$ cat src/rtl/cluster_count_monitor.sv
// Windowed statistics over the per-cycle cluster count: total, peak and overflow-sample count,
// latched at each window end, plus an overflow burst detector and a sticky overflow flag.
module cluster_count_monitor #(
  parameter int unsigned CNT_BITS     = 11,
  parameter int unsigned SUM_BITS     = 32,
  parameter int unsigned OVF_BITS     = 24,
  parameter int unsigned WIN_BITS     = 24,
  parameter int unsigned BURST_THRESH = 4
) (
  input  logic                clock4x,
  input  logic                reset,
  input  logic                enable_i,
  input  logic                clear_i,
  input  logic [WIN_BITS-1:0] window_len_i,
  input  logic [CNT_BITS-1:0] cnt_i,
  input  logic                overflow_i,
  output logic [SUM_BITS-1:0] sum_o,
  output logic [CNT_BITS-1:0] max_o,
  output logic [OVF_BITS-1:0] ovf_cnt_o,
  output logic                done_o,
  output logic                busy_o,
  output logic                burst_o,
  output logic                sticky_ovf_o
);

  localparam int unsigned RunBits  = $clog2(BURST_THRESH + 1);
  localparam int unsigned WideBits = ((SUM_BITS > CNT_BITS) ? SUM_BITS : CNT_BITS) + 1;
  localparam logic [WideBits-1:0] SumMax  = WideBits'({SUM_BITS{1'b1}});
  localparam logic [RunBits-1:0]  RunSat  = RunBits'(BURST_THRESH);

  typedef enum logic {StIdle, StRun} state_e;

  state_e              state_q, state_d;
  logic [WIN_BITS-1:0] len_q, len_d;
  logic [WIN_BITS-1:0] idx_q, idx_d;
  logic [SUM_BITS-1:0] acc_sum_q, acc_sum_d;
  logic [CNT_BITS-1:0] acc_max_q, acc_max_d;
  logic [OVF_BITS-1:0] acc_ovf_q, acc_ovf_d;
  logic [SUM_BITS-1:0] sum_q, sum_d;
  logic [CNT_BITS-1:0] max_q, max_d;
  logic [OVF_BITS-1:0] ovf_cnt_q, ovf_cnt_d;
  logic                done_q, done_d;
  logic [RunBits-1:0]  run_q, run_d;
  logic                burst_q, burst_d;
  logic                sticky_q, sticky_d;

  // Accumulators with this cycle's sample folded in.
  logic [WideBits-1:0] sum_wide;
  logic [SUM_BITS-1:0] sum_next;
  logic [CNT_BITS-1:0] max_next;
  logic [OVF_BITS-1:0] ovf_next;
  logic                last_sample;

  always_comb begin
    sum_wide    = WideBits'(acc_sum_q) + WideBits'(cnt_i);
    sum_next    = (sum_wide > SumMax) ? {SUM_BITS{1'b1}} : sum_wide[SUM_BITS-1:0];
    max_next    = (cnt_i > acc_max_q) ? cnt_i : acc_max_q;
    ovf_next    = (overflow_i && (acc_ovf_q != {OVF_BITS{1'b1}})) ?
                  acc_ovf_q + OVF_BITS'(1) : acc_ovf_q;
    last_sample = (idx_q == len_q - WIN_BITS'(1));
  end

  always_comb begin
    state_d   = state_q;
    len_d     = len_q;
    idx_d     = idx_q;
    acc_sum_d = acc_sum_q;
    acc_max_d = acc_max_q;
    acc_ovf_d = acc_ovf_q;
    sum_d     = sum_q;
    max_d     = max_q;
    ovf_cnt_d = ovf_cnt_q;
    done_d    = 1'b0;

    unique case (state_q)
      StIdle: begin
        if (enable_i && (window_len_i != '0)) begin
          state_d   = StRun;
          len_d     = window_len_i;
          idx_d     = '0;
          acc_sum_d = '0;
          acc_max_d = '0;
          acc_ovf_d = '0;
        end
      end
      StRun: begin
        if (!enable_i) begin
          // Abort: partial window discarded, latched results untouched.
          state_d   = StIdle;
          idx_d     = '0;
          acc_sum_d = '0;
          acc_max_d = '0;
          acc_ovf_d = '0;
        end else if (last_sample) begin
          sum_d     = sum_next;
          max_d     = max_next;
          ovf_cnt_d = ovf_next;
          done_d    = 1'b1;
          idx_d     = '0;
          acc_sum_d = '0;
          acc_max_d = '0;
          acc_ovf_d = '0;
          len_d     = window_len_i;
          if (window_len_i == '0) begin
            state_d = StIdle;
          end
        end else begin
          acc_sum_d = sum_next;
          acc_max_d = max_next;
          acc_ovf_d = ovf_next;
          idx_d     = idx_q + WIN_BITS'(1);
        end
      end
      default: state_d = StIdle;
    endcase
  end

  // Burst and sticky logic run regardless of the window FSM.
  always_comb begin
    if (!overflow_i) begin
      run_d = '0;
    end else if (run_q == RunSat) begin
      run_d = run_q;
    end else begin
      run_d = run_q + RunBits'(1);
    end
    burst_d  = (run_d == RunSat);
    sticky_d = overflow_i | (sticky_q & ~clear_i);
  end

  always_ff @(posedge clock4x) begin
    if (reset) begin
      state_q   <= StIdle;
      len_q     <= '0;
      idx_q     <= '0;
      acc_sum_q <= '0;
      acc_max_q <= '0;
      acc_ovf_q <= '0;
      sum_q     <= '0;
      max_q     <= '0;
      ovf_cnt_q <= '0;
      done_q    <= 1'b0;
      run_q     <= '0;
      burst_q   <= 1'b0;
      sticky_q  <= 1'b0;
    end else begin
      state_q   <= state_d;
      len_q     <= len_d;
      idx_q     <= idx_d;
      acc_sum_q <= acc_sum_d;
      acc_max_q <= acc_max_d;
      acc_ovf_q <= acc_ovf_d;
      sum_q     <= sum_d;
      max_q     <= max_d;
      ovf_cnt_q <= ovf_cnt_d;
      done_q    <= done_d;
      run_q     <= run_d;
      burst_q   <= burst_d;
      sticky_q  <= sticky_d;
    end
  end

  assign sum_o        = sum_q;
  assign max_o        = max_q;
  assign ovf_cnt_o    = ovf_cnt_q;
  assign done_o       = done_q;
  assign busy_o       = (state_q == StRun);
  assign burst_o      = burst_q;
  assign sticky_ovf_o = sticky_q;

endmodule

$ cat config.mk
export PLATFORM = sky130hd
export DESIGN_NAME = cluster_count_monitor
export DESIGN_NICKNAME = d
export VERILOG_FILES = /design/src/rtl/cluster_count_monitor.sv
export SDC_FILE = /design/constraint.sdc
export NUM_CORES = 1
export LEC_CHECK = 0
export ABC_AREA = 1
export CORE_MARGIN = 3
export CORE_UTILIZATION = 58
export DETAILED_ROUTE_END_ITERATION = 16
export PLACE_DENSITY_LB_ADDON = 0.15
export SYNTH_ARGS = -nofsm -noshare
export SYNTH_HDL_FRONTEND = slang
export SYNTH_SLANG_ARGS = --single-unit
$ cat constraint.sdc
create_clock -name clock4x -period 2.85 [get_ports clock4x]
set_input_delay 0.285 -clock clock4x [delete_from_list [all_inputs] [get_ports clock4x]]
set_output_delay 0.285 -clock clock4x [all_outputs]
set_load 0.05 [all_outputs]
==> results list <==
- Dividing total power by cell area gives a power density of 449.5 nW/um2.
- Row generation in the floorplan step produced 50 rows.
* Delay of the slowest cell on the worst path: 0.37 ns
* Pwr Total: 0.006064 W
- The worst-case IR drop observed on VDD is 0.0004164 V.
- Gr usage total: 0.2902
- Worst hold path class: in2reg
* Stages on the worst setup path: 12
- Headroom to the max-slew limit: 0.4200
- Clock tree from TritonCTS: yes
- Final setup violation count: 0
- Post-synthesis instance area: 11,380 um2
- Clock tree synthesis selected as its root buffer the cell sky130_fd_sc_hd__clkbuf_16.
* Worst Path Class, Setup: reg2reg
* Leading cell type in the layout, fill and taps excluded: sky130_fd_sc_hd__nand2_1
- For the finished layout, the period the worst path requires is 2.663 ns.
* Peak clock frequency supported by timing: 375.6 MHz
* Reg-to-reg critical path startpoint: len_q[0]
* Final routed wirelength across all metal layers: 31,090 um
- For this run, design rule violations remaining after detail routing come to 0.
* # H-tree levels: 4
- The worst register-to-register path has a depth of 12.
- The final hold violation count was 0.
- Critical path arrival: 2.99 ns
- Gate count after technology mapping: 1,842
- The tool flagged a number of max-cap violations equal to 0.
* Initial cell density of the core: 0.5985
- Averaged over all synthesized cells, the footprint is 6.179 um2.
* Drt first-iter violations: 913
- In this run the worst path has a maximum fanout of 70.
- Gpl congestion: 0.9745
- Dividing the detail-routed wire length by the instance count gives 14.09 um.
* Max stage delay cell, worst path: sky130_fd_sc_hd__dfxtp_1
* Leading cell types in the layout, fill and taps excluded: sky130_fd_sc_hd__nand2_1 (473), sky130_fd_sc_hd__nor2_1 (341), sky130_fd_sc_hd__inv_1 (195), sky130_fd_sc_hd__dfxtp_1 (189), sky130_fd_sc_hd__nand3_1 (174)
* Number of antenna violations at the first check in global routing: 0
- Part of the Yosys area used for sequential elements: 0.3324
- The share of total power dissipated in the clock network is 0.409.
- Final cell count without fillers: 2,207
- FILL cells: 1,709
- The worst setup path is captured at a register.
- HPWL reported at the end of detailed placement: 22,080 um
- Number of synthesized flops with an enable pin: 0
- Most used cell, CP: sky130_fd_sc_hd__nor2_1
- Of the total power, combinational logic draws 0.139.
- The synthesized design contains 189 register bits.
- For this run, the leading register cell type out of synthesis is sky130_fd_sc_hd__dfxtp_1.
- Final antenna-violating net count: 0
* Switching power: 0.001738 W
- Clock transition at path regs: 0.08 ns
- The max-slew violation count came to 0.
- Post-route cell area: 13,490 um2
* Leakage component of the power: 5.867 nW
* Synth warn: 0
- Area after detailed placement: 12,870 um2
- The routed layout has 11,730 vias.
- The worst setup path is launched from a register.
- The clock arrives with 0.01807 ns of skew.
* Die outline height: 146.1 um
- Pin slew with the least headroom to its limit: 0.8700 ns
* Combined buffer and inverter count along the critical path: 2
- Pin count of the biggest net entering global routing: 80
- The share of synthesized area in the top cell type comes to 0.3324.
* Largest buffer count on any clock path: 2
- Fraction of layout instances using a drive strength above 1: 0.04879
- In the finished design, the share of the clock period the worst path needs comes to 0.9342.
- Layout overhead on the synthesized area: 18.52%
- Dividing the detail-routed via count by the number of cells gives 5.314.
- Counting the buffers created by CTS gives 17.
* Fin Setup TNS: 0 ns
- At the later pin of the worst-skew pair, clock insertion delay measures 0.44 ns.
- Counting flops with an async set or reset pin after synthesis yields a share of 0.
* # nets final: 2,002
- Iteration count of the initial detailed-routing pass: 5
* Leading post-synthesis cells by cell area: sky130_fd_sc_hd__dfxtp_1 (33%), sky130_fd_sc_hd__nand2_1 (16%), sky130_fd_sc_hd__nor2_1 (11%)
* Cell family with most CP delay: simple AND/OR/NAND/NOR gates
- Number of buffers added on ports: 110
- Die Width: 146.1 um
* Hold_buf cts: 0
* Remaining global-route overflow: 0
* Wire length of the first global-routing pass: 52,240 um
- Final Core Density: 0.7093
- Result of the run: completed
* Number of global-route vias before repair: 10,840
- Slack of the worst reg-to-reg path: 0.19 ns
- Tracing the worst setup path back leads to its startpoint at len_q[0].
* Core footprint: 19,020 um2
* Critical path destination: len_q[16]
- Clk sinks: 189
- 111 I/O pins were placed.
- The repair_antennas step left the layout with diodes totalling 0.
- Critical register-to-register path endpoint: len_q[16]
- The share of total power dissipated in sequential elements is 0.453.
- Number of library cell types mapped by synthesis: 38
* Net count of the mapped netlist: 1,910
- WP data required: 3.18 ns
* Cell breakdown of the critical path: inv_1 > ha_1 > or2_2 > nand3_1 > nand2_1 > nor2_1 > nand4_1 > nor2_1 > nand4_4 > buf_12 > a21oi_1 > nor2_1
- Internal power component: 0.004326 W
- Biggest area consumer among synthesized cells: sky130_fd_sc_hd__dfxtp_1
- The die covers 21,340 um2.
* Cells after DPL: 2,175
* Sw Share: 0.2866
power by group through the flow:
stage,sequential (W),combinational [W],clock [W]
floorplan,0.00279,0.000565,0
global placement,0.00280,0.000809,0
detailed placement,0.00281,0.000822,0
CTS,0.00274,0.000828,0.00250
global route,0.00275,0.000950,0.00263
finish,0.00274,0.000840,0.00248
state kept, by name (all words and copies together) (netlist names), 11 cells and up:
signal,cells
acc_sum_q,32
sum_o,32
ovf_cnt_o,24
acc_max_q,11
max_o,11
acc_ovf_q,24
idx_q,24
len_q,24
cell type report:
class / instances / area, um2 / area share
sequential: 189 / 3784 / 0.2805
multi-input combinational: 1374 / 6491 / 0.4812
tap: 260 / 325.3 / 0.02411
inverter: 201 / 757.0 / 0.05611
clock buffer: 17 / 425.4 / 0.03153
clock inverter: 15 / 178.9 / 0.01326
timing repair buffer: 151 / 1529 / 0.1133
routing by layer:
layer | track usage | vias up | part of all wire | wire length (um)
li1 | - | 6021 | - | -
met1 | 0.3793 | 5321 | 0.44 | 13640
met2 | 0.4908 | 334 | 0.48 | 14970
met3 | 0.04749 | 51 | 0.056 | 1746
met4 | 0.09643 | 0 | 0.024 | 740
met5 | 0 | - | 0 | 0
logic make-up (layout without fill, tap and decap cells):
logic type,count (synthesis),in the layout,synth area share
simple gates,1073,1073,0.3914
buf+inv,279,384,0.09904
compound gates,206,206,0.09410
flops,189,189,0.3324
xor+xnor,67,67,0.05156
fa+ha+maj,28,28,0.03144
what timing repair did:
action / 4_1_cts / 5_1_grt
setup endpoints to repair: 0 / 30
buffers inserted: 0 / 0
resized for setup: 0 / 5
per-stage QoR:
step	hold slack, ns	worst slack, ns
finish	0.3502	0.1875
global route	0.3915	-0.0009719
CTS	0.3430	0.2253
detailed placement	0.4535	-0.09379
global placement	0.4499	-0.007558
floorplan	0.4024	0.4556
Yosys cell counts (2+ instances only):
| master | n |
|---|---|
| sky130_fd_sc_hd__xor2_1 | 45 |
| sky130_fd_sc_hd__nand4_1 | 25 |
| sky130_fd_sc_hd__buf_1 | 10 |
| sky130_fd_sc_hd__o21bai_1 | 3 |
| sky130_fd_sc_hd__clkbuf_1 | 49 |
| sky130_fd_sc_hd__inv_2 | 3 |
| sky130_fd_sc_hd__nand2_1 | 473 |
| sky130_fd_sc_hd__buf_2 | 10 |
| sky130_fd_sc_hd__nor4_1 | 5 |
| sky130_fd_sc_hd__o21ai_1 | 7 |
| sky130_fd_sc_hd__a21o_1 | 2 |
| sky130_fd_sc_hd__dfxtp_1 | 189 |
| sky130_fd_sc_hd__inv_1 | 197 |
| sky130_fd_sc_hd__o211ai_1 | 7 |
| sky130_fd_sc_hd__ha_1 | 27 |
| sky130_fd_sc_hd__nor2_1 | 342 |
| sky130_fd_sc_hd__or2_2 | 6 |
| sky130_fd_sc_hd__xnor2_1 | 22 |
| sky130_fd_sc_hd__a21oi_1 | 124 |
| sky130_fd_sc_hd__buf_6 | 9 |
| sky130_fd_sc_hd__o21ai_0 | 59 |
| sky130_fd_sc_hd__nor3_1 | 25 |
| sky130_fd_sc_hd__nor2_2 | 4 |
| sky130_fd_sc_hd__nand3_1 | 174 |
| sky130_fd_sc_hd__nand3b_1 | 12 |
worst min-delay path by stage:
stage	end	slack, ns	cells after the start	start
floorplan	sticky_ovf_o	0.40	2	overflow_i
global placement	acc_max_q[6]	0.45	2	acc_max_q[6]
detailed placement	acc_max_q[2]	0.45	2	acc_max_q[2]
CTS	sum_o[4]	0.34	4	reset
global route	sum_o[4]	0.39	4	reset
finish	sum_o[11]	0.35	4	reset
worst register-to-register path, stage by stage (launching register included):
cell and delay, ns:
sky130_fd_sc_hd__dfxtp_1 0.37, sky130_fd_sc_hd__inv_1 0.07, sky130_fd_sc_hd__ha_1 0.23, sky130_fd_sc_hd__or2_2 0.30, sky130_fd_sc_hd__nand3_1 0.09, sky130_fd_sc_hd__nand2_1 0.06, sky130_fd_sc_hd__nor2_1 0.19, sky130_fd_sc_hd__nand4_1 0.16
sky130_fd_sc_hd__nor2_1 0.28, sky130_fd_sc_hd__nand4_4 0.20, sky130_fd_sc_hd__buf_12 0.23, sky130_fd_sc_hd__a21oi_1 0.29, sky130_fd_sc_hd__nor2_1 0.07
No activity file was read; power rests on OpenSTA's default activity.
